===== src/rtl/fifo_wr_arbiter.sv =====
// fifo_wr_arbiter: shares one asynchronous-FIFO write port between N_REQ
// requesters in the wr_clk domain. Packet-aware round-robin arbitration with a
// per-grant burst limit. Each written word carries the requester index as a
// tag so the read side can demultiplex.
module fifo_wr_arbiter #(
   parameter int N_REQ     = 4,
   parameter int DATA_W    = 8,
   parameter int TAG_W     = 2,
   parameter int MAX_BURST = 4
) (
   input  logic                      wr_clk,
   input  logic                      wr_rst,
   input  logic [N_REQ-1:0]          req_valid,
   input  logic [N_REQ-1:0]          req_last,
   input  logic [N_REQ*DATA_W-1:0]   req_data,
   output logic [N_REQ-1:0]          req_ready,
   input  logic                      fifo_full,
   output logic                      fifo_wr_en,
   output logic [TAG_W+DATA_W-1:0]   fifo_wr_data,
   output logic [TAG_W-1:0]          grant_id,
   output logic                      busy
);

   typedef enum logic {
      IDLE  = 1'b0,
      GRANT = 1'b1
   } state_t;

   state_t              state_q;
   logic [TAG_W-1:0]    gnt_q;
   logic [TAG_W-1:0]    rr_ptr_q;
   logic [3:0]          burst_cnt_q;

   logic [DATA_W-1:0]   data_arr [N_REQ];
   logic                sel_valid;
   logic                sel_last;
   logic                accept;
   logic                rel_beat;
   logic [TAG_W-1:0]    next_ptr;
   logic [N_REQ-1:0]    excl_valid;
   logic                idle_found;
   logic [TAG_W-1:0]    idle_win;
   logic                rel_found;
   logic [TAG_W-1:0]    rel_win;

   // Round-robin search: first set bit of vld at or after start, wrapping with
   // a modulo compare so non-power-of-two N_REQ works. Returns {found, index}.
   function automatic logic [TAG_W:0] rr_pick(input logic [N_REQ-1:0] vld,
                                              input logic [TAG_W-1:0] start);
      logic [TAG_W-1:0] idx;
      logic             found;
      logic [TAG_W-1:0] win;
      idx   = start;
      found = 1'b0;
      win   = '0;
      for (int k = 0; k < N_REQ; k++) begin
         if (!found && vld[idx]) begin
            found = 1'b1;
            win   = idx;
         end
         idx = (idx == TAG_W'(N_REQ - 1)) ? '0 : idx + TAG_W'(1);
      end
      return {found, win};
   endfunction

   // Unpack the flat payload bus so the granted lane can be selected by index.
   generate
      for (genvar gi = 0; gi < N_REQ; gi++) begin : g_lane
         assign data_arr[gi]  = req_data[gi*DATA_W +: DATA_W];
         assign req_ready[gi] = (state_q == GRANT) && (gnt_q == TAG_W'(gi)) && !fifo_full;
      end
   endgenerate

   assign sel_valid  = req_valid[gnt_q];
   assign sel_last   = req_last[gnt_q];
   assign accept     = (state_q == GRANT) && sel_valid && !fifo_full;
   // A grant ends on end-of-packet or when the burst allowance is used up.
   assign rel_beat   = accept && (sel_last || (burst_cnt_q == 4'(MAX_BURST - 1)));
   assign next_ptr   = (gnt_q == TAG_W'(N_REQ - 1)) ? '0 : gnt_q + TAG_W'(1);
   // The releasing requester may not win the immediate re-arbitration.
   assign excl_valid = req_valid & ~(N_REQ'(1) << gnt_q);

   assign {idle_found, idle_win} = rr_pick(req_valid, rr_ptr_q);
   assign {rel_found, rel_win}   = rr_pick(excl_valid, next_ptr);

   assign fifo_wr_en   = accept;
   assign fifo_wr_data = {gnt_q, data_arr[gnt_q]};
   assign grant_id     = gnt_q;
   assign busy         = (state_q == GRANT);

   // Arbitration FSM: grant, burst counting, release and back-to-back handover.
   always_ff @(posedge wr_clk or negedge wr_rst) begin
      if (!wr_rst) begin
         state_q     <= IDLE;
         gnt_q       <= '0;
         rr_ptr_q    <= '0;
         burst_cnt_q <= '0;
      end else begin
         case (state_q)
            IDLE: begin
               if (idle_found) begin
                  gnt_q       <= idle_win;
                  burst_cnt_q <= '0;
                  state_q     <= GRANT;
               end
            end
            GRANT: begin
               // A full FIFO or a dropped valid simply holds everything.
               if (accept) begin
                  if (rel_beat) begin
                     rr_ptr_q    <= next_ptr;
                     burst_cnt_q <= '0;
                     if (rel_found) begin
                        gnt_q <= rel_win;
                     end else begin
                        state_q <= IDLE;
                     end
                  end else begin
                     burst_cnt_q <= burst_cnt_q + 4'd1;
                  end
               end
            end
            default: state_q <= IDLE;
         endcase
      end
   end

endmodule


===== config.mk =====
export PLATFORM = sky130hd
export DESIGN_NAME = fifo_wr_arbiter
export DESIGN_NICKNAME = d
export VERILOG_FILES = /design/src/rtl/fifo_wr_arbiter.sv
export SDC_FILE = /design/constraint.sdc
export NUM_CORES = 1
export LEC_CHECK = 0
export BUFFER_PORTS_ARGS = -buffer_cell sky130_fd_sc_hd__buf_4
export CORE_ASPECT_RATIO = 0.7
export CORE_UTILIZATION = 48
export CTS_BUF_LIST = sky130_fd_sc_hd__clkbuf_16
export CTS_CLUSTER_SIZE = 30
export DETAILED_ROUTE_END_ITERATION = 12
export PLACE_DENSITY = 0.81
export SLEW_MARGIN = 0
export SYNTH_ARGS = -nofsm -noshare
export SYNTH_HDL_FRONTEND = slang
export SYNTH_SLANG_ARGS = --single-unit

===== constraint.sdc =====
create_clock -name wr_clk -period 3.15 [get_ports wr_clk]
set_clock_uncertainty 0.1 [all_clocks]
set_input_delay 0.315 -clock wr_clk [delete_from_list [all_inputs] [get_ports wr_clk]]
set_output_delay 0.315 -clock wr_clk [all_outputs]
set_load 0.02 [all_outputs]

# Word-level counts from Yosys, hierarchy flattened

Cells that the tools add are included.

Logic and storage cells: 130
Register bits: 9
Bits of input ports: 43
Output and inout port bits: 18

Mux-type cells: 60
Shift operators: 1
Bitwise logic cells: 4
Reductions and logical operators: 29
Eq/ne operators: 14
$lt $le $gt $ge: 10
Add/subtract/negate cells: 8

Operators by type and width:

| operator                                                 | number |
|---|---|
| two-way mux 2 bit                                        | 19 |
| < comparator 2 x 3 -> 1 bit, second input constant       | 9 |
| two-way mux 1 bit                                        | 22 |
| binary-select mux 1 bit (select 2 bit)                   | 10 |
| logical AND 1 bit                                        | 17 |
| binary-select mux 8 bit (select 2 bit)                   | 1 |
| == test 2 bit, second input constant                     | 8 |
| two-way mux 8 bit                                        | 2 |
| adder 2 x 1 -> 2 bit, second input constant              | 7 |
| two-way mux 4 bit                                        | 3 |
| one-hot mux 4 bit (2 select lines)                       | 1 |
| zero test 1 bit                                          | 7 |
| inequality test 2 x 1 -> 1 bit, second input constant    | 3 |
| adder 4 x 1 -> 4 bit, second input constant              | 1 |
| bitwise AND 4 bit                                        | 1 |
| == test 4 x 2 -> 1 bit, second input constant            | 1 |
| NOT 4 bit                                                | 1 |
| one-hot mux 2 bit (2 select lines)                       | 1 |
| AND reduction 4 bit                                      | 1 |
| << shifter 1 x 2 -> 4 bit, first input constant          | 1 |
| greater-or-equal comparator 3 bit, second input constant | 1 |
| NOT 2 -> 3 bit                                           | 1 |
| AND reduction 3 bit                                      | 1 |
| == test 2 x 1 -> 1 bit, second input constant            | 1 |
| 6 further kinds                                          | 6 |

# Longest topological paths before layout

Depth in word-level cells: 19
Gate-level depth with buffers: 9
Depth with buffers taken out: 7

# Least setup slack after synthesis

Ideal clock, no wire load.

Path type: register to register
Start: register gnt_q[0], in the netlist grant_id[0]
End: register gnt_q[1], in the netlist grant_id[1]
Data arrival time: 2416 ps
Data required time: 2983 ps
Setup slack: 567 ps
Stages on the path, launching flop included: 10
Path buffers: 2
Clock period less this slack: 2583 ps
Setup time: 67 ps
Path through: dfrtp_1 -> buf_4 -> buf_2 -> inv_1 -> ha_1 -> inv_1 -> or4_1 -> a211oi_1 -> o21a_1 -> o41a_1

Elaborated cells on any way between the ends: 53
Those cells by class: add/sub (4); eq/ne (7); shift (1); mux (28); bitwise (2); reduce/logical (11)

RTL lines:

| item                                                                          | RTL line | source |
|---|---|---|
| from (decl)                                                                   | 30       | `logic [TAG_W-1:0] gnt_q;` |
| from (signal assigned)                                                        | 102      | `gnt_q <= idle_win;` |
| from (signal assigned)                                                        | 114      | `gnt_q <= rel_win;` |
| adder 2 x 1 -> 2 bit / == test 2 bit (equally long branches)                  | 79       | `assign next_ptr = (gnt_q == TAG_W'(N_REQ - 1)) ? '0 : gnt_q + TAG_W'(1);` |
| two-way mux 2 bit (*)                                                         | 79       |  |
| via next_ptr[1]                                                               | 39       | `logic [TAG_W-1:0] next_ptr;` |
| parallel branches: the longest is 16 deep, another holds adder 2 x 1 -> 2 bit | n/a      |  |

Mark *: on every way through the listed nets, which the timed path passes. The select of a mux whose other input is x is not followed.
A chain may end at the register's enable or synchronous reset.

# Final worst setup path

Start: register rr_ptr_q[1]
End: register gnt_q[1], in the netlist grant_id[1]

Word-level cells in the longest chain between the ends: 14
Elaborated cells on any way between the ends: 35
Those cells by class: add/sub (3); eq/ne (4); mux (21); reduce/logical (7)

RTL lines:

| item                                                                          | RTL line | source |
|---|---|---|
| from (decl)                                                                   | 31       | `logic [TAG_W-1:0] rr_ptr_q;` |
| from (signal assigned)                                                        | 111      | `rr_ptr_q <= next_ptr;` |
| parallel branches: the longest is 14 deep, another holds adder 2 x 1 -> 2 bit | n/a      |  |

Several ways; the timed one is not identified. The select of a mux whose other input is x is not followed.

==> flow_metrics.py <==
metrics = {
    "finish": {
        "final_area_um2": 1900,
        "layout.area.seq_um2": 225,
        "fraction_of_layout_cells_with_a_size_suffix_above_1_pct": 43.5,
        "fin_nets": 250,
        "total_area_of_multi_input_combinational_cells_um2": 1050,
        "area_growth_syn_to_layout_pct": 37.9,
        "stdcell_count": 234,
        "num-fill-cells": 171,
        "antenna_diodes": 0,
    },
    "flow_run": {
        "cap_viol_max_count": 0,
    },
    "logic_synthesis": {
        "synth_cells": 146,
        "netlist_area_um2": 1380,
        "ys_dominant_reg_cell": "dfrtp_1",
        "postSynthRegisterBits": 9,
        "yosysTopAreaCellShare_pct": 19.6,
        "yosys.area.top_type": "mux4_2",
        "synth_top_cells_by_area": "mux4_2, dfrtp_1, ha_1, o21ai_0, mux2i_1",
        "synth-edff-count": 0,
        "yosysWarnings": 0,
        "synthesis.nets": 195,
        "yosys.cell_count.top_type": "mux4_2",
        "asyncSetResetFlopFracSynth_pct": 100,
        "synth.top_cells.by_count": "mux4_2, dfrtp_1, o21ai_0, nand2_1, nor2_1",
        "syn_avg_cell_area_um2": 9.43,
        "synth_sequential_area_ratio_pct": 16.4,
        "ys_types": 53,
    },
    "setup_path": {
        "r2r_end": "grant_id[1]",
        "startpoint_type": "flip-flop",
        "cp.required_ps": 3220,
        "critPathCapture": "grant_id[1]",
        "worst_setup_path_startpoint": "rr_ptr_q[1]",
        "r2r_start": "rr_ptr_q[1]",
        "timing.reg2reg.setup_slack_ps": 440,
        "reg2regPathDepth": 5,
        "critical_path_arrival_ps": 2780,
        "critPathCaptureType": "flip-flop",
        "critical_path.max_fanout": 14,
        "setup.worst_path.class": "reg2reg",
    },
    "place": {
        "dp.cells": 229,
        "routabilityCongestion": 0.976,
        "placed_area_um2": 1810,
        "numPortBuffers": 60,
        "detailed_place_hpwl_mm": 3.26,
    },
    "clock_tree": {
        "cts_post_setup_buffers_inserted": 0,
        "clock_latency_ps": 240,
        "cts.htree.levels": 1,
        "clk_path_buf_depth": 2,
        "cts.sinks": 9,
        "tritoncts_clock_tree": "built",
        "clock_tree.root_cell": "clkbuf_16",
        "clk_pin_slew_ps": 40,
        "cts_repair_resize_count": 0,
        "postCtsHoldBufs": 1,
        "cts_made_buffers": 3,
    },
    "timing": {
        "finalHoldViolCount": 0,
        "worst_pin_slew_ps": 599,
        "fmax_ghz": 0.370,
        "final_min_period_over_clock_period_pct": 85.9,
        "setup_repair_after_global_routing_missed_its_margin": "false",
        "report.final.setup_viol": 0,
        "slew_viol_final": 0,
        "worst_slew_margin_rel_pct": 60.1,
        "timing.final.crit_period_ps": 2710,
        "total_negative_setup_slacks_ps": 0,
    },
    "pwr": {
        "ir_drop_v": 0.000486,
        "total_leakage_power_nw": 0.872,
        "power_density_nw_per_um2": 967,
    },
    "floorplan": {
        "placeableCoreArea_um2": 2590,
        "die_width_um": 66,
        "die_height_um": 46.8,
        "initial_core_utilization_pct": 53.1,
        "design.portCount": 61,
        "std_cell_rows": 15,
        "design.die.area_um2": 3090,
    },
    "worst_hold_path": {
        "hp-class": "in2async",
    },
    "global_routing": {
        "grt_overflow": 0,
        "initial_antenna_violation_count": 0,
        "number_of_global_route_vias_before_repair": 1406,
        "grt_first_pass_wirelength_mm": 6.79,
        "grt_start_max_net_pins": 20,
        "grt_util_all_layers_pct": 29.7,
    },
    "route": {
        "viasPerCell": 6.38,
        "drc_errors": 0,
        "routedWlPerCell_um": 19.3,
        "postRouteAntennaNets": 0,
        "detail_route.iter0.violations": 88,
        "route.vias.total": 1494,
        "first_pass_iters": 4,
        "routed_wirelength_mm": 4.52,
    },
    "status": {
        "status": "completed",
    },
}
## critical path, stage by stage, from the launching register on
cell     delay [ps]
dfrtp_1         510
ha_1            640
mux4_2          590
or4_1           470
a31oi_1         170
o41a_1          150
## how the worst min path moves through the flow
stage            from        endpoint  depth (start not counted)
3_3_place_gp   wr_rst  burst_cnt_q[0]                          1
6_report       wr_rst            busy                          2
3_5_place_dp   wr_rst  burst_cnt_q[1]                          1
5_1_grt        wr_rst     grant_id[1]                          2
4_1_cts        wr_rst            busy                          2
2_1_floorplan  wr_rst  burst_cnt_q[0]                          0
## state kept, by name, indices dropped and copies added (netlist names)
name / cells
burst_cnt_q: 4
busy: 1
rr_ptr_q: 2
grant_id: 2
## layout make-up
type                       count  area share, %
multi-input combinational    117           55.3
clock buffer                   3           3.96
tap                           34           2.24
inverter                       7           1.38
sequential                     9           11.9
timing repair buffer          63           25.0
clock inverter                 1          0.198
## logic make-up (layout without fill, tap and decap cells)
logic type | after synthesis | count (layout) | synth area share, %
AO/OA/AOI/OAI | 45 | 45 | 24.4
XOR/XNOR | 1 | 1 | 0.636
adder cells (fa/ha/maj) | 6 | 6 | 5.45
buffers and inverters | 20 | 74 | 7.36
flip-flops | 9 | 9 | 16.4
multiplexers | 20 | 20 | 26.0
AND/OR/NAND/NOR | 45 | 45 | 19.8
## stage by stage
stage / total power [mW] / utilization, % / hold slack (ps) / worst slack, ps
2_1_floorplan: 1.25 / - / -80.6 / 567
3_3_place_gp: 1.52 / 69.9 / 42.8 / 582
3_5_place_dp: 1.57 / 69.9 / 47.8 / 510
4_1_cts: 1.82 / 73.3 / 346 / 495
5_1_grt: 1.95 / 73.3 / 377 / 368
6_report: 1.84 / 73.3 / 343 / 445
## power breakdown
part	internal (mW)	total [mW]	leakage (nW)	switching, mW
Combinational	0.635	1.35	0.719	0.717
Sequential	0.159	0.260	0.110	0.101
Clock	0.166	0.224	0.0423	0.0581
## metal layers
metal,share of wire [%],global-route usage [%],vias up,routed length (um)
met1,41,38.5,731,1860
met4,1.6,6.81,0,73
met2,51,52.9,73,2320
met5,0,0,-,0
li1,-,-,679,-
met3,5.9,5.34,11,266
## placed cells by master, fill, tap and decap left out, types with 2 or more instances in the layout
cell	n
nand2_2	2
o211ai_1	2
nand2_1	7
o21a_1	2
clkbuf_16	3
nor3b_1	2
and3_1	2
nand2b_1	4
a22o_1	2
inv_1	7
o31ai_1	2
nand4_1	2
nor3_1	4
nor2_1	7
or4_1	2
mux2_2	2
and2_1	3
a21oi_1	5
nand3_1	2
o221ai_1	2
a22oi_1	2
mux2i_1	4
nor2b_1	3
o21ai_0	9
dfrtp_1	9
o41a_1	2
and3b_1	2
ha_1	6
a31oi_1	2
mux4_2	12
o21ai_1	3
buf_4	62
(Power assumes the default switching activity.)
